**src/rtl/mips_cpu_fetch.sv**
```systemverilog
// Purpose : MIPS instruction fetch/sequencer; alternates FETCH and EXEC, with a one-slot branch delay.
// Latency : one instruction per two cycles with a zero-wait memory; each wait state adds one cycle.
// Backpr. : instr_waitrequest holds the fetch address; stall holds the executing instr/pc.
//
// Ports:
//   clk, rst_n                    clock, async active-low reset
//   instr_address/read            instruction memory request (address = pc)
//   instr_waitrequest/readdata    memory response
//   instr, instr_valid, pc        executing instruction, its address, execute strobe
//   link_addr                     pc + 8 (return address for jal/jalr/bal)
//   stall                         datapath hold request
//   branch, branch_cond, jump,
//   jump_reg, rs_data             redirect requests and operands from control/ALU
//   active                        low once the CPU has halted on a jump to address 0
module mips_cpu_fetch #(
  parameter logic [31:0] RESET_VECTOR = 32'hBFC00000
) (
  input  logic        clk,
  input  logic        rst_n,
  output logic [31:0] instr_address,
  output logic        instr_read,
  input  logic        instr_waitrequest,
  input  logic [31:0] instr_readdata,
  output logic [31:0] instr,
  output logic        instr_valid,
  input  logic        stall,
  input  logic        branch,
  input  logic        jump,
  input  logic        branch_cond,
  input  logic        jump_reg,
  input  logic [31:0] rs_data,
  output logic [31:0] pc,
  output logic [31:0] link_addr,
  output logic        active
);

  typedef enum logic [1:0] {
    FETCH  = 2'd0,
    EXEC   = 2'd1,
    HALTED = 2'd2
  } state_t;

  state_t      state, state_nxt;
  // Low only during the first cycle out of reset, so no read is presented while rst_n is low
  // and the first request appears on the first rising edge after release.
  logic        started;
  logic        pending;
  logic [31:0] pending_target;

  logic [31:0] pc_plus4;
  logic [31:0] br_offset;
  logic [31:0] target;
  logic [31:0] next_pc;
  logic        taken;
  logic        fetch_done;
  logic        exec_done;

  assign pc_plus4  = pc + 32'd4;
  assign link_addr = pc + 32'd8;
  assign br_offset = {{14{instr[15]}}, instr[15:0], 2'b00};

  // jump_reg beats jump beats branch; rs_data is taken as-is, alignment is not checked.
  assign taken  = jump_reg | jump | (branch & branch_cond);
  assign target = jump_reg ? rs_data :
                  jump     ? {pc_plus4[31:28], instr[25:0], 2'b00} :
                             pc_plus4 + br_offset;

  // A recorded redirect always applies after the delay slot, never before it.
  assign next_pc = pending ? pending_target : pc_plus4;

  assign fetch_done = (state == FETCH) && started && !instr_waitrequest;
  assign exec_done  = (state == EXEC) && !stall;

  assign instr_address = pc;
  assign instr_read    = (state == FETCH) && started;
  assign instr_valid   = (state == EXEC);
  assign active        = (state != HALTED);

  always_comb begin
    state_nxt = state;
    case (state)
      FETCH:   if (fetch_done) state_nxt = EXEC;
      EXEC:    if (!stall) state_nxt = (next_pc == 32'h0) ? HALTED : FETCH;
      HALTED:  state_nxt = HALTED;
      default: state_nxt = FETCH;
    endcase
  end

  always_ff @(posedge clk or negedge rst_n) begin
    if (!rst_n) begin
      state          <= FETCH;
      started        <= 1'b0;
      pc             <= RESET_VECTOR;
      instr          <= 32'h0;
      pending        <= 1'b0;
      pending_target <= 32'h0;
    end else begin
      state   <= state_nxt;
      started <= 1'b1;
      if (fetch_done) instr <= instr_readdata;
      if (exec_done) begin
        pc <= next_pc;
        if (pending) begin
          // Delay slot finishing: any branch/jump it contains is dropped.
          pending <= 1'b0;
        end else if (taken) begin
          pending        <= 1'b1;
          pending_target <= target;
        end
      end
    end
  end

endmodule

```
**config.mk**
```make
export PLATFORM = sky130hd
export DESIGN_NAME = mips_cpu_fetch
export DESIGN_NICKNAME = d
export VERILOG_FILES = /design/src/rtl/mips_cpu_fetch.sv
export SDC_FILE = /design/constraint.sdc
export NUM_CORES = 1
export LEC_CHECK = 0
export BUFFER_PORTS_ARGS = -buffer_cell sky130_fd_sc_hd__buf_2
export CELL_PAD_IN_SITES_DETAIL_PLACEMENT = 0
export CELL_PAD_IN_SITES_GLOBAL_PLACEMENT = 1
export CORE_MARGIN = 8
export CORE_UTILIZATION = 35
export CTS_BUF_LIST = sky130_fd_sc_hd__clkbuf_4 sky130_fd_sc_hd__clkbuf_8
export DETAILED_ROUTE_END_ITERATION = 10
export GPL_TIMING_DRIVEN = 0
export PLACE_DENSITY_LB_ADDON = 0.1
export SETUP_SLACK_MARGIN = 0.02
export SLEW_MARGIN = 15
export SYNTH_ARGS = -nofsm -noshare
export SYNTH_HDL_FRONTEND = slang
export SYNTH_SLANG_ARGS = --single-unit
export TNS_END_PERCENT = 5
```
**constraint.sdc**
```tcl
create_clock -name clk -period 11 [get_ports clk]
set_clock_uncertainty 0.2 [all_clocks]
set_input_delay 0 -clock clk [delete_from_list [all_inputs] [get_ports clk]]
set_output_delay 0 -clock clk [all_outputs]
set_load 0.02 [all_outputs]
```
==> flow_summary.toml <==
[synthesis]
netlist_instances = 987
syn_area_per_cell_sq_um = 8.204
synth_top_cells_by_count = "104 x nand2_1, 94 x o21ai_0, 91 x dfrtp_1"
synth_top_cell_by_area = "dfrtp_1"
synth_edf_count = 0
synth_area_leaders = "dfrtp_1 28%, o21ai_0 5.8%, ha_1 5.7%, mux2_2 5.3%, xnor2_1 5.0%"
yosysSeqAreaShare_pct = 31.04
ys_warn_count = 0
synth_area_sq_um = 8098
synth_cell_types = 74
postSynth.asyncResetShare_pct = 100.0
ys.flop_type = "dfrtp_1"
synth_top_area_share_pct = 28.12
synth_seq_cells = 100
yosysMostFrequentCell = "nand2_1"
syn-num-nets = 1097

[pwr]
ir_worst_vdd_v = 0.00005359
p_seq_share_pct = 52.4
p_int_uw = 513.9
p_sw_share_pct = 26.79
p_sw_uw = 188.0
p_leak_uw = 0.005187
powerDensity_nw_per_um2 = 67.43
power_frac_clock_pct = 37.3
power.share.combinational_pct = 10.2

[route]
drc = 0
dr.pass1.iters = 5
routed_via_density = 5.268
wl_um = 30780
routedWlPerCell_um = 19.73
vias = 8218
postRouteAntennaNets = 0
drt_iter0_drc = 588

[critical_path]
r2r_cells = 16
startpoint_type = "flop"
worstPathRequired_ps = 11070
cp.arrival_ps = 5280
path_class = "flop to flop"
reg2reg_slack_ps = 5790
end_kind = "flop"
crit_fanout = 10

[grt]
grt_use_total_pct = 21.12
grt_pass1_wl_um = 46960
grt_max_degree = 75
grt-ovfl-total = 0
antenna_found_initial = 0
grt_pass1_vias = 8061

[cts]
clock_path_buffers = 2
postCtsSetupBuffers = 0
cts.sinks = 100
tritoncts = "yes"
cts_buffers = 9
clk_pin_slew_worst_paths_ps = 110
insertion_delay_ps = 400
ctsRootBufferMaster = "clkbuf_8"
h-tree-depth = 3

[place]
hpwl_um = 24040
io_buffers = 200
place_ws_ps = 5945
place.gp.congestion = 0.8749
place_area_sq_um = 9489

[timing]
setup_tns_ps = 0
max_freq_ghz = 0.1919
report.final.slew_viol_count = 0
slew-limit-headroom_pct = 30.91
worst_pin_slew_ps = 1027
fin_ws_ps = 5790
fin_crit_ps = 5210
rsz0062_at_grt = "no"
setup_viol = 0
finalCritPeriodShare_pct = 47.37
hold_viol = 0

[floorplanning]
initial_core_util_pct = 35.66
core_area_sq_um = 22710
die_h_um = 168.1
num_rows = 55
ios = 203
fp.dieW_um = 168.1
dieArea_sq_um = 28260

[outcome]
status = "complete, no violations"

[flow_run]
cap_violations = 0

[layout]
drive_gt1_share_pct = 25.82
nNetsFinal = 1380
syn_to_final_growth_pct = 28.55
final_area_sq_um = 10410

[worst_hold_path]
hold_path_class = "primary input to flop"
min_path_cells = 4
[worst max-delay path: stages (launching register included)]
cell	delay [ps]
dfrtp_1	430
buf_2	260
and3_1	210
nand3_1	300
nor4_1	880
xor2_1	370
ha_1	300
clkbuf_1	190
a21o_1	210
a21o_1	160
a21oi_1	190
o21ai_0	110
a21oi_1	300
o21ai_0	260
a311o_1	410
a21boi_0	200
o31ai_1	100
[sequential cells by signal (all words and copies together), names as in the netlist]
register	count
instr	32
instr_address	32
pending	1
pending_target	32
started	1
state	2
[stage by stage]
step                hold slack [ps]  instances  power (uW)  utilization [%]
floorplan                    -495.6        987       395.1                -
global placement              31.56       1472       426.4            41.64
detailed placement           -311.2       1473       427.8            41.79
CTS                           109.4       1559       710.4            45.83
global route                  143.9       1559       724.3            45.83
finish                        127.9       1560       701.9            45.84
[area by class of cell]
cell class | count | area (sq um)
antenna | 1 | 2.502
buffer | 111 | 578.1
clock buffer | 10 | 137.6
clock inverter | 5 | 60.06
fill | 2327 | 12300
inverter | 19 | 71.32
multi-input combinational | 757 | 4935
sequential | 100 | 2514
tap | 285 | 356.6
timing repair buffer | 272 | 1755
[layout by cell type (no fill, tap or decap), types with 20 or more instances in the layout]
cell type and count:
xnor2_1 46, xor2_1 32, nand3_1 32, buf_2 210, o21ai_0 94, buf_4 37
nor2_1 71, nand4_1 20, dfrtp_1 91, ha_1 37, nand2_1 104, mux2_2 38
a21oi_1 72, clkbuf_1 54, dlygate4sd3_1 70, nor3_1 23
[final timing paths]
check,startpoint,end
worst max register to register,instr_address[5],pending_target[27]
worst max-delay path,instr_address[5],pending_target[27]
worst min register to register,pending_target[9],pending_target[9]
worst min-delay path,jump_reg,pending_target[27]
min in group asynchronous,rst_n,instr[28]
max in group asynchronous,rst_n,instr_address[27]
[power groups by stage]
stage	combinational (uW)	clock, uW	sequential (uW)
after floorplan	20.0	0	375
after global placement	51.3	0	375
after detailed placement	52.8	0	375
after CTS	72.1	270	368
after global routing	78.1	278	368
final	71.9	262	368
[cells by family after synthesis]
| group | synth area share (%) |
|---|---|
| multiplexers | 7.015 |
| AO/OA/AOI/OAI | 20.83 |
| flip-flops | 31.04 |
| buffers and inverters | 8.019 |
| XOR/XNOR | 8.436 |
| other | 0.04631 |
| adder cells (fa/ha/maj) | 5.964 |
| AND/OR/NAND/NOR | 18.65 |
[routing by layer]
layer | wire length [um] | global-route usage (%)
met2 | 13820 | 33.57
met3 | 1613 | 3.204
met4 | 592 | 6.444
met5 | 0 | 0
met1 | 14760 | 29.05
[what timing repair did]
| item | in CTS | in global routing |
|---|---|---|
| hold endpoints to repair | 173 | 0 |
| gates resized for setup | 0 | 0 |
| hold buffers | 71 | 0 |
| endpoints found under the setup margin | 0 | 0 |
(Power assumes the default switching activity.)
